## config.mk

```make
export PLATFORM = sky130hd
export DESIGN_NAME = ifu_fetch_flat
export DESIGN_NICKNAME = d
export VERILOG_FILES = /design/src/rtl/ifu_fetch_if.sv /design/src/rtl/ifu_fetch.sv /design/src/flat_wrapper.sv
export SDC_FILE = /design/constraint.sdc
export NUM_CORES = 1
export LEC_CHECK = 0
export ABC_CLOCK_PERIOD_IN_PS = 5100
export CORE_MARGIN = 2
export CORE_UTILIZATION = 45
export CTS_BUF_LIST = sky130_fd_sc_hd__clkbuf_8
export CTS_CLUSTER_DIAMETER = 80
export CTS_CLUSTER_SIZE = 40
export DETAILED_ROUTE_END_ITERATION = 7
export HOLD_SLACK_MARGIN = 0.12
export PLACE_DENSITY = 0.87
export SYNTH_ARGS = -nofsm -noshare
export SYNTH_HDL_FRONTEND = slang
export SYNTH_SLANG_ARGS = --single-unit
export TNS_END_PERCENT = 1
```

## constraint.sdc

```tcl
create_clock -name clk -period 5.1 [get_ports clk]
set_clock_uncertainty 0.15 [all_clocks]
set_input_delay 1.02 -clock clk [delete_from_list [all_inputs] [get_ports clk]]
set_output_delay 1.02 -clock clk [all_outputs]
set_load 0.005 [all_outputs]
```

## src/rtl/ifu_fetch_if.sv

```systemverilog
// Fetch-unit bus bundle: AXI4-Lite read channel (AR/R), decode handshake and write-back next-PC.
// master = fetch unit; slave = the memory / decode / write-back side.
interface ifu_fetch_if #(
  parameter int WIDTH = 32
);
  // AXI4-Lite read address / read data
  logic [WIDTH-1:0] araddr;
  logic             arvalid;
  logic             arready;
  logic [31:0]      rdata;
  logic [1:0]       rresp;
  logic             rvalid;
  logic             rready;

  // Decode handshake
  logic [31:0]      inst;
  logic [WIDTH-1:0] inst_pc;
  logic             inst_fault;
  logic             inst_valid;
  logic             inst_ready;

  // Write-back redirect
  logic [WIDTH-1:0] next_pc;
  logic             next_pc_valid;

  modport master (
    output araddr, arvalid, rready,
    output inst, inst_pc, inst_fault, inst_valid,
    input  arready, rdata, rresp, rvalid,
    input  inst_ready, next_pc, next_pc_valid
  );

  modport slave (
    input  araddr, arvalid, rready,
    input  inst, inst_pc, inst_fault, inst_valid,
    output arready, rdata, rresp, rvalid,
    output inst_ready, next_pc, next_pc_valid
  );
endinterface

```

## src/rtl/ifu_fetch.sv

```systemverilog
// Instruction fetch unit: one AXI4-Lite read per instruction, one instruction in flight.
// Optional macro IFU_MISALIGN_CHECK_EN: a PC with pc[1:0]!=0 faults without issuing a read.
module ifu_fetch #(
  parameter int               WIDTH    = 32,
  parameter logic [WIDTH-1:0] RESET_PC = 32'h8000_0000
) (
  input  logic         clk,
  input  logic         rst,
  ifu_fetch_if.master  bus
);

  localparam logic [1:0] S_REQ  = 2'd0;
  localparam logic [1:0] S_RESP = 2'd1;
  localparam logic [1:0] S_OUT  = 2'd2;
  localparam logic [1:0] S_WAIT = 2'd3;

  logic [1:0]       state;
  logic [WIDTH-1:0] pc;
  logic             arvalid;
  logic             rready;
  logic [31:0]      inst;
  logic [WIDTH-1:0] inst_pc;
  logic             inst_fault;
  logic             inst_valid;

  logic             pc_misaligned;
  logic             next_pc_misaligned;

`ifdef IFU_MISALIGN_CHECK_EN
  assign pc_misaligned      = |pc[1:0];
  assign next_pc_misaligned = |bus.next_pc[1:0];
`else
  assign pc_misaligned      = 1'b0;
  assign next_pc_misaligned = 1'b0;
`endif

  // Handshake outputs are flops, so nothing combinational reaches arvalid/inst_valid
  // and a reset asserted mid-transaction drops them on the very next cycle.
  // NOTE: all state here is written with non-blocking assignments so every branch
  // reads the pre-edge values; blocking assignments would make the order of the
  // statements change the hardware.
  always_ff @(posedge clk) begin
    if (rst) begin
      state      <= S_REQ;
      pc         <= RESET_PC;
      arvalid    <= 1'b0;
      rready     <= 1'b0;
      inst       <= 32'h0;
      inst_pc    <= RESET_PC;
      inst_fault <= 1'b0;
      inst_valid <= 1'b0;
    end else begin
      case (state)
        S_REQ: begin
          if (arvalid) begin
            if (bus.arready) begin
              arvalid <= 1'b0;
              rready  <= 1'b1;
              state   <= S_RESP;
            end
          end else if (pc_misaligned) begin
            inst       <= 32'h0;
            inst_pc    <= pc;
            inst_fault <= 1'b1;
            inst_valid <= 1'b1;
            state      <= S_OUT;
          end else begin
            // First cycle after reset: the request goes out one cycle after release.
            arvalid <= 1'b1;
          end
        end

        S_RESP: begin
          if (bus.rvalid) begin
            rready     <= 1'b0;
            inst       <= bus.rdata;
            inst_pc    <= pc;
            inst_fault <= (bus.rresp != 2'b00);
            inst_valid <= 1'b1;
            state      <= S_OUT;
          end
        end

        S_OUT: begin
          if (bus.inst_ready) begin
            inst_valid <= 1'b0;
            state      <= S_WAIT;
          end
        end

        S_WAIT: begin
          if (bus.next_pc_valid) begin
            pc      <= bus.next_pc;
            arvalid <= !next_pc_misaligned;
            state   <= S_REQ;
          end
        end

        default: state <= S_REQ;
      endcase
    end
  end

  assign bus.araddr     = pc;
  assign bus.arvalid    = arvalid;
  assign bus.rready     = rready;
  assign bus.inst       = inst;
  assign bus.inst_pc    = inst_pc;
  assign bus.inst_fault = inst_fault;
  assign bus.inst_valid = inst_valid;

endmodule

```

## src/flat_wrapper.sv

```systemverilog
// flat-port wrapper written by rule: the top's interface ports become plain ports
module ifu_fetch_flat 
#(
  parameter int               WIDTH    = 32,
  parameter logic [WIDTH-1:0] RESET_PC = 32'h8000_0000
)
  (clk, rst, bus_araddr, bus_arvalid, bus_rready, bus_inst, bus_inst_pc, bus_inst_fault, bus_inst_valid, bus_arready, bus_rdata, bus_rresp, bus_rvalid, bus_inst_ready, bus_next_pc, bus_next_pc_valid);
  ifu_fetch_if #(.WIDTH(WIDTH)) bus_i ();
  input  logic clk;
  input  logic rst;
  output wire logic [$bits(bus_i.araddr)-1:0] bus_araddr;
  output wire logic [$bits(bus_i.arvalid)-1:0] bus_arvalid;
  output wire logic [$bits(bus_i.rready)-1:0] bus_rready;
  output wire logic [$bits(bus_i.inst)-1:0] bus_inst;
  output wire logic [$bits(bus_i.inst_pc)-1:0] bus_inst_pc;
  output wire logic [$bits(bus_i.inst_fault)-1:0] bus_inst_fault;
  output wire logic [$bits(bus_i.inst_valid)-1:0] bus_inst_valid;
  input wire logic [$bits(bus_i.arready)-1:0] bus_arready;
  input wire logic [$bits(bus_i.rdata)-1:0] bus_rdata;
  input wire logic [$bits(bus_i.rresp)-1:0] bus_rresp;
  input wire logic [$bits(bus_i.rvalid)-1:0] bus_rvalid;
  input wire logic [$bits(bus_i.inst_ready)-1:0] bus_inst_ready;
  input wire logic [$bits(bus_i.next_pc)-1:0] bus_next_pc;
  input wire logic [$bits(bus_i.next_pc_valid)-1:0] bus_next_pc_valid;
  assign bus_araddr = bus_i.araddr;
  assign bus_arvalid = bus_i.arvalid;
  assign bus_rready = bus_i.rready;
  assign bus_inst = bus_i.inst;
  assign bus_inst_pc = bus_i.inst_pc;
  assign bus_inst_fault = bus_i.inst_fault;
  assign bus_inst_valid = bus_i.inst_valid;
  assign bus_i.arready = bus_arready;
  assign bus_i.rdata = bus_rdata;
  assign bus_i.rresp = bus_rresp;
  assign bus_i.rvalid = bus_rvalid;
  assign bus_i.inst_ready = bus_inst_ready;
  assign bus_i.next_pc = bus_next_pc;
  assign bus_i.next_pc_valid = bus_next_pc_valid;
  ifu_fetch #(.WIDTH(WIDTH), .RESET_PC(RESET_PC)) u_core (.clk(clk), .rst(rst), .bus(bus_i));
endmodule
```

# After elaboration in Yosys (flattened, before gate mapping)
# Cells that the tools add are included.
# totals
ff_bits,102
word_cells,44
# classes
eq_ne,8
n_mux,17
n_reduce_logical,11
# ops
op,n
2-bit 2-to-1 mux,5
1-bit 2-to-1 mux,8
2-bit inequality test (second input constant),4
2-bit one-hot mux with 4 select lines,1
2-bit nonzero test,4
1-bit one-hot mux with 2 select lines,3
2-bit AND reduction,3
5-bit AND reduction,1
2-bit equality test (second input constant),2
4-bit AND reduction,1
3-bit AND reduction,1
2-bit by 1-bit equality test with 1-bit output (second input constant),1
2-bit zero test,1
2-bit by 1-bit inequality test with 1-bit output (second input constant),1

# Logic depth before layout (Yosys ltp)
# logic_depth
depth_word,3
ltp_mapped,7

# Worst setup path before layout
# Ideal clock, no wire load.
# synth_path
path_kind,input to register
start,in bus_arready
end,reg u_core.state[0]
setup_time_ps,86
t_arrival_ps,1885
required_ps,4864
slack_ps,2978
stages,3
cell_sequence,a21boi_1 > or4_4 > a221oi_2
# synth_between
elab_chain_len,2
# synth_lines
item,line,text
"start, declared",flat_wrapper.sv:18,input wire logic [$bits(bus_i.arready)-1:0] bus_arready;
2-bit inequality test (no line),n/a,
5-bit AND reduction (no line),n/a,
"end signal, assigned",ifu_fetch.sv:44,state <= S_REQ;
"end signal, assigned",ifu_fetch.sv:59,state <= S_RESP;
"end signal, assigned",ifu_fetch.sv:66,state <= S_OUT;
"end, declared",ifu_fetch.sv:17,logic [1:0] state;
# No other way between the ends.
# A chain may end at the register's enable or synchronous reset.

# Final worst setup path
# layout_path
start,in bus_rvalid
end,"reg u_core.inst[4], in the netlist u_core.bus.inst[4]"
# layout_between
elab_chain_len,1
# layout_lines
item,line,text
"start, declared",flat_wrapper.sv:21,input wire logic [$bits(bus_i.rvalid)-1:0] bus_rvalid;
2-bit AND reduction (no line),n/a,
"end signal, assigned",ifu_fetch.sv:76,inst <= bus.rdata;
"end, declared",ifu_fetch.sv:21,logic [31:0] inst;
# No other way between the ends.

==> metrics.txt <==
post-synth top area share=55.9%; DR pass1 iterations=4; clk root buf=clkbuf_8; # nets final=689; Hold Path Class=register to register; Max Clk Rate=0.352 GHz; Detailed Route WL=9740 um; area of the multi-input gates=1470 um2; Layout fillers=around 620; global-route wire length before repair=15,300 um; Crit Path Max Fanout=65; Resized cells post-CTS=0; Via density=4.90; H-tree levels=3; worst path bufs/invs=1; Sequential Area=slightly above 2000 um2; clk sinks=102; RSZ-0062 raised after global routing=no; worst-path cell chain=clkdlybuf4s50_1 > and2_2 > nand2_1 > a21oi_1; full die area=around 9000 um2; Slew Viols, Final=0; maximum VDD drop=about 0.00017 V; FP Rows=32; CTS tree=yes; ys flop type=dfxtp_1; initial antenna violation count=0; core region area=7810 um2; Hold Vio Cnt, Final=0; grt total ovfl=0; Data arrival, critical path=between 2000 and 3000 ps; First DRT Iteration DRCs=95; outcome=complete, no violations; period utilization=55.7%; Util after Layout=a little under three quarters; number of top-level pins=172; async set or reset register ratio after synthesis=0%; critical path required time=approximately 5200 ps; Longest Clk Path Bufs=2; Slowest cell on crit path=and2_2; Clock Latency Late Sink=roughly 340 ps; Clk pin slew, worst setup/hold paths=90 ps; LEAKAGE=1.89 nW; Initial Util=46.8%; CP peak stage delay=1000 ps; GPL Wtd Cong=0.730; Yosys top cell by area=dfxtp_1; PwrDens=around 340 nW/um2; CP Launch Type=input port; diode count=0; drc violations=0; Setup TNS Final=0 ps; global router's overall resource usage=21.5%; vias in the first global route=3,232; post-CTS setup repair buffer count=0; WS Path Type=input port to register; min cycle time layout=2840 ps; Netlist Area Pre-Place=3660 um2; largest net degree at the start of global routing=104; Final ANT Viol Nets=0; worst-margin pin slew=1210 ps; Port Buf Inserts=171; via count=3,525; Syn Area/Cell=7.93 um2; Die X=94.1 um; Syn Nets=between 500 and 600; family with the most delay on the worst path=simple AND/OR/NAND/NOR gates; synth unique cells=27; register area share after synthesis=a little under three fifths; Routed wire per std cell=13.5 um; Area Overhead vs Synth=52.7%; Num CTS Buffers=9; relative max-transition margin=between 10% and 20%; layout cells sized above 1=around 4%; CTS hold repair buffers=0; Synth Warn #=0; Final setup viols=0; maxcap violations=0; synth top area cells=dfxtp_1, nand2_1, a21oi_1; hpwl dp=around 6600 um; cell count after synthesis=461; crit path capture type=register; #FFs+latches synth=102; die height=94.1 um; number of synthesized flops with an enable pin=0
[area by class of cell]
class                      instances  area share [%]
timing repair buffer             172            30.8
sequential                       102            36.6
tap                              102            2.29
clock buffer                      11            2.71
clock inverter                     5            1.05
inverter                           4           0.269
multi-input combinational        323            26.3
[where the power goes]
| group | internal [mW] | leakage [nW] | switching (mW) |
|---|---|---|---|
| clock | 0.254 | 0.107 | 0.262 |
| combinational | 0.233 | 0.957 | 0.241 |
| sequential | 0.857 | 0.825 | 0.0391 |
[cells in the final DEF, fill, tap and decap left out, drive strengths merged, types with 3 or more instances in the layout]
| master | synthesis | final |
|---|---|---|
| a21oi | 95 | 95 |
| clkbuf | 15 | 11 |
| clkdlybuf4s50 | 0 | 170 |
| dfxtp | 102 | 102 |
| ha | 5 | 5 |
| inv | 4 | 5 |
| nand2 | 196 | 196 |
| nor2 | 4 | 4 |
| nor2b | 3 | 3 |
| nor3 | 3 | 3 |
[path summary, 6_finish.rpt]
path / start / end / slack [ps] / depth (start not counted)
setup / recovery: bus_rvalid / u_core.bus.inst[4]$_SDFFE_PP0P_ / 2260 / 4
hold / removal: u_core.bus.inst_pc[21]$_SDFFE_PP0P_ / u_core.bus.inst_pc[21]$_SDFFE_PP0P_ / 310 / 2
setup reg to reg: u_core.state[1]$_SDFFE_PP0P_ / u_core.bus.inst[4]$_SDFFE_PP0P_ / 2790 / 5
hold reg to reg: u_core.bus.inst_pc[21]$_SDFFE_PP0P_ / u_core.bus.inst_pc[21]$_SDFFE_PP0P_ / 310 / 2
[worst reg2reg max path: cells and delay by family, from the launching register on]
family | cells | cell delay, ps
simple gates | 2 | 1140
flops | 1 | 360
fa+ha+maj | 1 | 260
compound gates | 1 | 200
buf+inv | 1 | 120
[Yosys cell counts (2+ instances only)]
master    number
buf_2         10
nor2_1         4
and2_1         2
ha_1           5
clkbuf_1      15
nor3_1         3
a21oi_1       95
nand2_1      196
nand3b_1       2
inv_1          4
nand2b_1       2
buf_1          7
dfxtp_1      102
[layer usage]
metal | global-route usage, % | wire, um | up-vias
li1 | - | - | 1778
met1 | 26.3 | 4060 | 1599
met2 | 35.7 | 4610 | 139
met3 | 7.38 | 966 | 9
met4 | 6.28 | 101 | 0
met5 | 0 | 0 | -
[sequential cells by signal, summed over array words and instances (netlist names)]
signal and cells:
u_core.state 2, u_core.bus.arvalid 1, u_core.bus.inst 32, u_core.bus.inst_fault 1, u_core.bus.inst_pc 32, u_core.bus.rready 1
u_core.bus.araddr 32, u_core.bus.inst_valid 1
[metrics by stage]
step	area, um2	power (mW)	instances	hold slack [ps]	setup slack [ps]
5_1_grt	5580	2.00	719	329	2060
3_5_place_dp	5370	1.39	703	297	1920
2_1_floorplan	3660	1.18	461	303	2980
4_1_cts	5580	1.91	719	308	2270
3_3_place_gp	5370	1.37	703	291	2010
6_report	5580	1.89	719	306	2260
[logic make-up after synthesis]
family / Yosys count / share of synthesized area (%)
adders and majority gates: 5 / 1.71
and+or+nand+nor: 215 / 23.4
AOI/OAI and AO/OA: 101 / 14.4
DFF: 102 / 55.9
muxes: 2 / 0.582
buffers and inverters: 36 / 4.04
Power figures use the tool's default switching activity.
